$ cat config.mk
export PLATFORM = sky130hd
export DESIGN_NAME = dot_stream_ctrl_flat
export DESIGN_NICKNAME = d
export VERILOG_FILES = /design/src/rtl/dot_stream_ctrl_pkg.sv /design/src/rtl/dot_stream_ctrl_if.sv /design/src/rtl/dot_res_fifo.sv /design/src/rtl/dot_stream_ctrl.sv /design/src/flat_wrapper.sv
export SDC_FILE = /design/constraint.sdc
export NUM_CORES = 1
export LEC_CHECK = 0
export CORE_AREA = 2 2 435 437
export CTS_BUF_LIST = sky130_fd_sc_hd__clkbuf_16
export CTS_CLUSTER_DIAMETER = 150
export DETAILED_ROUTE_END_ITERATION = 8
export DIE_AREA = 0 0 437 439
export GPL_ROUTABILITY_DRIVEN = 0
export GPL_TIMING_DRIVEN = 1
export PLACE_DENSITY = 0.5
export SLEW_MARGIN = 20
export SYNTH_ARGS = -nofsm -noshare
export SYNTH_HDL_FRONTEND = slang
export SYNTH_SLANG_ARGS = --single-unit
$ cat constraint.sdc
create_clock -name clk -period 5.7 [get_ports clk]
set_input_delay 1.14 -clock clk [delete_from_list [all_inputs] [get_ports clk]]
set_output_delay 1.14 -clock clk [all_outputs]
set_load 0.02 [all_outputs]
$ cat src/rtl/dot_stream_ctrl_pkg.sv
// Shared constants and helpers for the 8-lane FP dot-product stream controller.
package dot_pkg;
    localparam int LANES       = 8;
    localparam int WORD_W      = 32;
    localparam int MUL_LAT_DEF = 2;
    localparam int ADD_LAT_DEF = 2;

    // One multiplier stage followed by a balanced adder tree over all lanes.
    function automatic int pipe_lat(input int mul_lat, input int add_lat);
        return mul_lat + $clog2(LANES) * add_lat;
    endfunction

    function automatic int lane_lo(input int lane);
        return lane * WORD_W;
    endfunction
endpackage

$ cat src/rtl/dot_stream_ctrl_if.sv
// Operand-in / result-out valid-ready stream bundle.
interface dot_stream_ctrl_if;
    import dot_pkg::*;

    logic                      in_valid;
    logic                      in_ready;
    logic [LANES*WORD_W-1:0]   in_x;
    logic [LANES*WORD_W-1:0]   in_y;
    logic                      out_valid;
    logic                      out_ready;
    logic [WORD_W-1:0]         out_z;

    modport master (output in_valid, in_x, in_y, out_ready,
                    input  in_ready, out_valid, out_z);
    modport slave  (input  in_valid, in_x, in_y, out_ready,
                    output in_ready, out_valid, out_z);
endinterface

$ cat src/rtl/dot_res_fifo.sv
// Synchronous result FIFO; read data is the head entry, zero while empty.
module dot_res_fifo #(
    parameter int WIDTH = 32,
    parameter int DEPTH = 16
) (
    input  logic             clk,
    input  logic             rst,
    input  logic             wr_en,
    input  logic [WIDTH-1:0] wr_data,
    input  logic             rd_en,
    output logic [WIDTH-1:0] rd_data,
    output logic             empty,
    output logic             full
);
    localparam int PW = (DEPTH > 1) ? $clog2(DEPTH) : 1;
    localparam int CW = $clog2(DEPTH + 1);

    logic [WIDTH-1:0] mem_q [DEPTH];
    logic [PW-1:0]    wp_q, wp_d, rp_q, rp_d;
    logic [CW-1:0]    cnt_q, cnt_d;
    logic             do_wr, do_rd;

    function automatic logic [PW-1:0] nxt(input logic [PW-1:0] p);
        return (p == PW'(DEPTH - 1)) ? '0 : p + 1'b1;
    endfunction

    assign empty   = (cnt_q == '0);
    assign full    = (cnt_q == CW'(DEPTH));
    assign rd_data = empty ? '0 : mem_q[rp_q];

    // A write into a full FIFO is allowed when the head leaves in the same cycle.
    assign do_wr = wr_en && (!full || rd_en);
    assign do_rd = rd_en && !empty;

    always_comb begin
        wp_d  = do_wr ? nxt(wp_q) : wp_q;
        rp_d  = do_rd ? nxt(rp_q) : rp_q;
        cnt_d = cnt_q + CW'(do_wr) - CW'(do_rd);
    end

    always_ff @(posedge clk) begin
        if (rst) begin
            wp_q  <= '0;
            rp_q  <= '0;
            cnt_q <= '0;
        end else begin
            wp_q  <= wp_d;
            rp_q  <= rp_d;
            cnt_q <= cnt_d;
        end
    end

    always_ff @(posedge clk) begin
        if (do_wr) mem_q[wp_q] <= wr_data;
    end
endmodule

$ cat src/rtl/dot_stream_ctrl.sv
// Credit-based issue/collect controller around the fixed-latency dot-product datapath.
module dot_stream_ctrl
    import dot_pkg::*;
#(
    parameter int MUL_LAT    = MUL_LAT_DEF,
    parameter int ADD_LAT    = ADD_LAT_DEF,
    parameter int FIFO_DEPTH = 16
) (
    input  logic                    clk,
    input  logic                    rst,
    dot_stream_ctrl_if.slave        strm,
    output logic [LANES*WORD_W-1:0] dp_x,
    output logic [LANES*WORD_W-1:0] dp_y,
    input  logic [WORD_W-1:0]       dp_z,
    output logic                    busy,
    output logic [15:0]             done_cnt
);
    localparam int PIPE_LAT = pipe_lat(MUL_LAT, ADD_LAT);
    localparam int OW       = $clog2(FIFO_DEPTH + 1);

    logic [OW-1:0]             occ_q, occ_d;
    logic [PIPE_LAT:0]         vld_sr_q, vld_sr_d;
    logic [LANES*WORD_W-1:0]   dp_x_q, dp_x_d, dp_y_q, dp_y_d;
    logic [15:0]               done_q, done_d;
    logic                      accept, pop, fifo_empty, fifo_full;

    // Credits cover both in-flight vectors and queued results, so ready never sees out_ready.
    assign strm.in_ready  = (occ_q < OW'(FIFO_DEPTH));
    assign strm.out_valid = !fifo_empty;
    assign accept         = strm.in_valid && strm.in_ready;
    assign pop            = strm.out_valid && strm.out_ready;

    for (genvar g = 0; g < LANES; g++) begin : g_lane
        assign dp_x_d[lane_lo(g) +: WORD_W] = accept ? strm.in_x[lane_lo(g) +: WORD_W] : '0;
        assign dp_y_d[lane_lo(g) +: WORD_W] = accept ? strm.in_y[lane_lo(g) +: WORD_W] : '0;
    end

    always_comb begin
        occ_d    = occ_q + OW'(accept) - OW'(pop);
        vld_sr_d = {vld_sr_q[PIPE_LAT-1:0], accept};
        done_d   = done_q + 16'(pop);
    end

    always_ff @(posedge clk) begin
        if (rst) begin
            occ_q    <= '0;
            vld_sr_q <= '0;
            dp_x_q   <= '0;
            dp_y_q   <= '0;
            done_q   <= '0;
        end else begin
            occ_q    <= occ_d;
            vld_sr_q <= vld_sr_d;
            dp_x_q   <= dp_x_d;
            dp_y_q   <= dp_y_d;
            done_q   <= done_d;
        end
    end

    dot_res_fifo #(.WIDTH(WORD_W), .DEPTH(FIFO_DEPTH)) u_fifo (
        .clk     (clk),
        .rst     (rst),
        .wr_en   (vld_sr_q[PIPE_LAT]),
        .wr_data (dp_z),
        .rd_en   (pop),
        .rd_data (strm.out_z),
        .empty   (fifo_empty),
        .full    (fifo_full)
    );

    assign dp_x     = dp_x_q;
    assign dp_y     = dp_y_q;
    assign busy     = (occ_q != '0);
    assign done_cnt = done_q;

    a_no_drop: assert property (@(posedge clk) disable iff (rst)
        !(fifo_full && vld_sr_q[PIPE_LAT] && !pop));
endmodule

$ cat src/flat_wrapper.sv
// flat-port wrapper written by rule: the top's interface ports become plain ports
module dot_stream_ctrl_flat import dot_pkg::*;
#(
    parameter int MUL_LAT    = MUL_LAT_DEF,
    parameter int ADD_LAT    = ADD_LAT_DEF,
    parameter int FIFO_DEPTH = 16
)
  (clk, rst, dp_x, dp_y, dp_z, busy, done_cnt, strm_in_valid, strm_in_x, strm_in_y, strm_out_ready, strm_in_ready, strm_out_valid, strm_out_z);
  dot_stream_ctrl_if strm_i ();
  input  logic clk;
  input  logic rst;
  output logic [LANES*WORD_W-1:0] dp_x;
  output logic [LANES*WORD_W-1:0] dp_y;
  input  logic [WORD_W-1:0] dp_z;
  output logic busy;
  output logic [15:0] done_cnt;
  input wire logic [$bits(strm_i.in_valid)-1:0] strm_in_valid;
  input wire logic [$bits(strm_i.in_x)-1:0] strm_in_x;
  input wire logic [$bits(strm_i.in_y)-1:0] strm_in_y;
  input wire logic [$bits(strm_i.out_ready)-1:0] strm_out_ready;
  output wire logic [$bits(strm_i.in_ready)-1:0] strm_in_ready;
  output wire logic [$bits(strm_i.out_valid)-1:0] strm_out_valid;
  output wire logic [$bits(strm_i.out_z)-1:0] strm_out_z;
  assign strm_i.in_valid = strm_in_valid;
  assign strm_i.in_x = strm_in_x;
  assign strm_i.in_y = strm_in_y;
  assign strm_i.out_ready = strm_out_ready;
  assign strm_in_ready = strm_i.in_ready;
  assign strm_out_valid = strm_i.out_valid;
  assign strm_out_z = strm_i.out_z;
  dot_stream_ctrl #(.MUL_LAT(MUL_LAT), .ADD_LAT(ADD_LAT), .FIFO_DEPTH(FIFO_DEPTH)) u_core (.clk(clk), .rst(rst), .strm(strm_i), .dp_x(dp_x), .dp_y(dp_y), .dp_z(dp_z), .busy(busy), .done_cnt(done_cnt));
endmodule
; ---- After elaboration in Yosys (flattened, before gate mapping)
; Memories as Yosys holds them, arrays and structs flattened. A register that Yosys moved wholly into a read port is not among the register bits.
; Index checks and enable logic that the tools add are counted.
[word_totals]
ff_bits = 555
mem_bits_rw = 512
memories = 1
out_inout_bits = 563
[mem_list]
columns = name, depth, width, rd, rd_clocked_by_memory_dff, write_ports, line_no
row1 = u_core.u_fifo.mem_q, 16, 32, 1, 1, 1, dot_res_fifo.sv:18  ; logic [WIDTH-1:0] mem_q [DEPTH];
[op_classes]
magnitude_cmp = 1
mux = 7
addsub = 7
n_eq_ne = 3
bitwise_logic = 1
reduce_logical = 10
[ops]
columns = cell, n
row1 = 32-bit two-way mux, 1
row2 = 16-bit by 1-bit adder with 16-bit output, 1
row3 = 4-bit two-way mux, 4
row4 = 5-bit by 1-bit adder with 5-bit output, 2
row5 = 5-bit by 1-bit subtractor with 5-bit output, 2
row6 = 4-bit by 1-bit adder with 4-bit output (second input constant), 2
row7 = 4-bit == test (second input constant), 2
row8 = 5-bit == test (second input constant), 1
row9 = 5-bit zero test, 1
row10 = 5-bit < comparator (second input constant), 1
row11 = 5-bit nonzero test, 1
row12 = 1-bit logical AND, 4
row13 = 1-bit zero test, 2
row14 = 1-bit two-way mux, 2
row15 = 2-bit OR reduction, 1
row16 = 1-bit logical OR, 1
row17 = 1-bit NOT, 1

; ---- Longest topological paths before layout
; Gate-level depths: netlist of run 1.
[logic_depth]
ltp_word = 7
ltp_mapped = 15
mapped_depth_nobuf = 14

; ---- By module
; Synthesis of run 1 repeated with hierarchy kept, for this count alone.
[hier_totals]
hier_cells = 2116
area_unflattened_um2 = 35320.1
[by_module_without_submodules]
columns = module, cells_each, instances, area_per_inst_um2
row1 = dot_res_fifo, 902, 1, 20280.7
row2 = dot_stream_ctrl, 1214, 1, 15039.4

; ---- Worst setup path after synthesis of run 1
; Ideal clock, no wire load.
[synth_timing]
path_kind = input port to flip-flop
from = in strm_out_ready
to = mem u_core.u_fifo.mem_q[0][0] (enable)
required_ps = 5239
cell_stages = 5
arrival_time_ps = 3953
path_buffers = 1
path_slack_ps = 1286
path_cell_list = or2b_1 > o21a_1 > clkbuf_1 > nand2_1 > nor3_1
[synth_between]
elab_chain_cells = 5
[synth_rtl]
columns = element, line_no
row1 = from (decl), flat_wrapper.sv:20  ; input wire logic [$bits(strm_i.out_ready)-1:0] strm_out_ready;
row2 = 1-bit logical AND, dot_stream_ctrl.sv:31  ; assign pop = strm.out_valid && strm.out_ready;
row3 = 1-bit logical OR, dot_res_fifo.sv:32  ; assign do_wr = wr_en && (!full || rd_en);
row4 = 1-bit logical AND, dot_res_fifo.sv:32
row5 = 1-bit two-way mux, dot_res_fifo.sv:54  ; if (do_wr) mem_q[wp_q] <= wr_data;
row6 = 1-bit two-way mux (implied by the code), dot_res_fifo.sv:54
row7 = to (decl), dot_res_fifo.sv:18
; No other way between the ends.

==> results.cfg, run 1 <==
[global_route]
grt_pass1_vias = 24123
grt_start_max_net_pins = 177
grt_pass1_wl_um = 249300
antenna_found_initial = 124
grtUsageTotal_pct = 19.97
overflow = 0
gr-usage-met2_pct = 30.91
grtUsageMet1_pct = 21.18
grt_busiest_layer = met2
grt_util_met3_pct = 12.71

[routing]
num_vias = 24160
wl_per_cell_um = 32.59
drt_wl_total_um = 197600
drt-pass1-iter-count = 5
drtAntennaViolNets = 0
viasPerCell = 3.984
drcViolationCount = 0
drt-initial-drc-count = 1938

[synth]
async_reset_ff_share_pct = 0
yosys_warnings = 0
synth_nets = 2786
synth_cells = 2217
yosysUniqueCellTypes = 42
synth.cell_area_sq_um = 35250
synth_edf_count = 512
synth_ff_type = dfxtp_1
synth_seq_cells = 1071
syn_avg_cell_area_sq_um = 15.90
synth_seq_area_share_pct = 75.37

[power_and_ir_drop]
swShare_pct = 28.38
power_mw = 21.09
p_seq_share_pct = 41.1
p_switching_mw = 5.986
leakagePower_nw = 18.71
ir_drop_mv = 0.2499
p_int_mw = 15.11
pwr-share-clk_pct = 39.8
power_per_cell_area_nw_per_um2 = 390.0
combPwrFrac_pct = 19.1

[timing]
fmax_mhz = 205.9
fin_crit_ps = 4857
slew-limit-headroom_pct = 31.46
report.final.slew_viol_count = 0
setup_violations = 0
finalHoldViolCount = 0
finClkSkew_ps = 35.77
rsz0062_at_grt = false
period_share_pct = 85.22
worstMarginPinSlew_ps = 1027
fin_setup_tns_ps = 0

[die]
coreArea_sq_um = 187000
die_area_sq_um = 191800
dieHeight_um = 439
rows = 159
io_pins = 1111
chipWidth_um = 437
initial_core_util_pct = 18.85

[clock_network]
post_cts_resized = 0
cts_setup_buffers = 0
cts_tree = built
cts_buffer_depth = 3
numCtsBuffers = 133
clkSinkCount = 1071
clock-root-buffer = clkbuf_16
cts.hold.buffers_added = 0
htreeDepth = 4
clk_latency_ps = 770
path_clk_slew_ps = 50

[placed_design]
post_dp_cell_area_sq_um = 49540
io_buffer_count = 1110
dp_hpwl_um = 157100

[layout]
final.fill_count = 19059
syn_to_final_growth_pct = 53.43
seq_area_sq_um = 26570
fin_area_sq_um = 54080
drive_above_1_share_pct = 9.174
final_net_count = 3949
layout_commonest_cell = clkdlybuf4s50_1
final_cell_mix = clkdlybuf4s50_1, dfxtp_1, and2_1
multiInputGateArea_sq_um = 8178

[worst_hold_path]
hp-start = u_core.vld_sr_q[3]
min_path_type = reg -> reg

[critical_path]
cp.required_ps = 4560
worstSetupPathType = reg -> out
reg2reg_from = u_core.u_fifo.cnt_q[2]
start_kind = flop
endpoint_kind = output port
cp.arrival_ps = 3720
crit_path_max_fanout = 32

[run]
maxCapViolations = 0

[status]
run_status = complete, no violations
-- cell type report --
class | instances | area share [%]
sequential | 1071 | 49.13
clock buffer | 136 | 6.293
inverter | 19 | 0.1319
antenna | 81 | 0.3748
clock inverter | 107 | 1.728
multi-input combinational | 1006 | 15.12
timing repair buffer | 1149 | 21.45
tap | 2495 | 5.772
-- cells by family after synthesis --
family	after synthesis	share of synthesized area, %
buf+inv	140	1.654
fa+ha+maj	21	0.7880
simple gates	651	11.21
mux	196	7.838
xor+xnor	18	0.4472
compound gates	120	2.694
flops	1071	75.37
-- registers in the layout, summed over array words and instances, names as in the netlist, named ones only --
name,count
u_core.done_cnt,16
u_core.u_fifo.wp_q,4
u_core.u_fifo.rp_q,4
u_core.dp_x,256
u_core.vld_sr_q,9
u_core.u_fifo.cnt_q,5
u_core.dp_y,256
u_core.u_fifo.mem_q,512
u_core.occ_q,5
-- power groups by stage --
stage | registers [mW] | clock network (mW) | logic (mW)
after floorplan | 9.01 | 0 | 1.57
after global placement | 8.80 | 0 | 4.05
after detailed placement | 8.80 | 0 | 4.04
after CTS | 8.65 | 8.63 | 4.07
after global routing | 8.68 | 8.92 | 4.23
final | 8.66 | 8.40 | 4.03
-- layer usage --
layer / share of wire [%] / wire, um / vias to the layer above
met4: 4.4 / 8609 / 38
met2: 46 / 90360 / 1379
li1: - / - / 10297
met1: 36 / 71450 / 12023
met3: 13 / 26240 / 423
met5: 0.48 / 949 / -
-- synthesized netlist by cell type, types with 5 or more instances --
| library cell | count | area (sq um) |
|---|---|---|
| a22oi_1 | 64 | 480.5 |
| buf_1 | 5 | 18.77 |
| nor2_1 | 37 | 138.9 |
| nor3_1 | 9 | 45.04 |
| ha_1 | 19 | 237.7 |
| buf_2 | 22 | 110.1 |
| mux2i_1 | 132 | 1321 |
| inv_1 | 19 | 71.32 |
| and3_1 | 32 | 200.2 |
| xor2_1 | 6 | 52.55 |
| a221o_1 | 32 | 320.3 |
| and2_1 | 515 | 3222 |
| clkbuf_1 | 90 | 337.8 |
| xnor2_1 | 12 | 105.1 |
| dfxtp_1 | 559 | 11190 |
| mux4_2 | 64 | 1441 |
| nor2b_1 | 19 | 118.9 |
| nand2_1 | 11 | 41.29 |
| edfxtp_1 | 512 | 15370 |
| nand3_1 | 8 | 40.04 |
| a21oi_1 | 9 | 45.04 |
-- critical path, stage by stage (launching register included) --
cell and delay [ps]:
dfxtp_4 760, buf_4 520, mux4_2 570, a221o_1 450, clkdlybuf4s50_1 600
-- path summary, 6_finish.rpt --
path | to | slack [ps] | cells past startpoint
worst min register to register | u_core.vld_sr_q[4] | 440 | 1
worst max register to register | u_core.occ_q[4] | 2470 | 12
worst max-delay path | strm_out_z[24] | 840 | 4
worst min-delay path | u_core.vld_sr_q[4] | 440 | 1
-- stage by stage --
stage | hold WS, ps | setup slack (ps) | instances | utilization (%)
floorplan | 413.8 | 1286 | 2217 | -
global placement | 417.5 | 1394 | 5739 | 26.48
CTS | 437.5 | 598.5 | 5983 | 28.81
detailed placement | 420.4 | 1468 | 5740 | 26.49
finish | 435.9 | 842.7 | 6064 | 28.92
global route | 447.4 | 578.0 | 6033 | 28.88
Note: power is estimated with default switching activity, not from simulation.
==> run 2, diff against run 1 <==
- GPL_TIMING_DRIVEN: 1 -> default
==> results of run 2 <==
Final layout, timing and power as in run 1 (identical DEF).
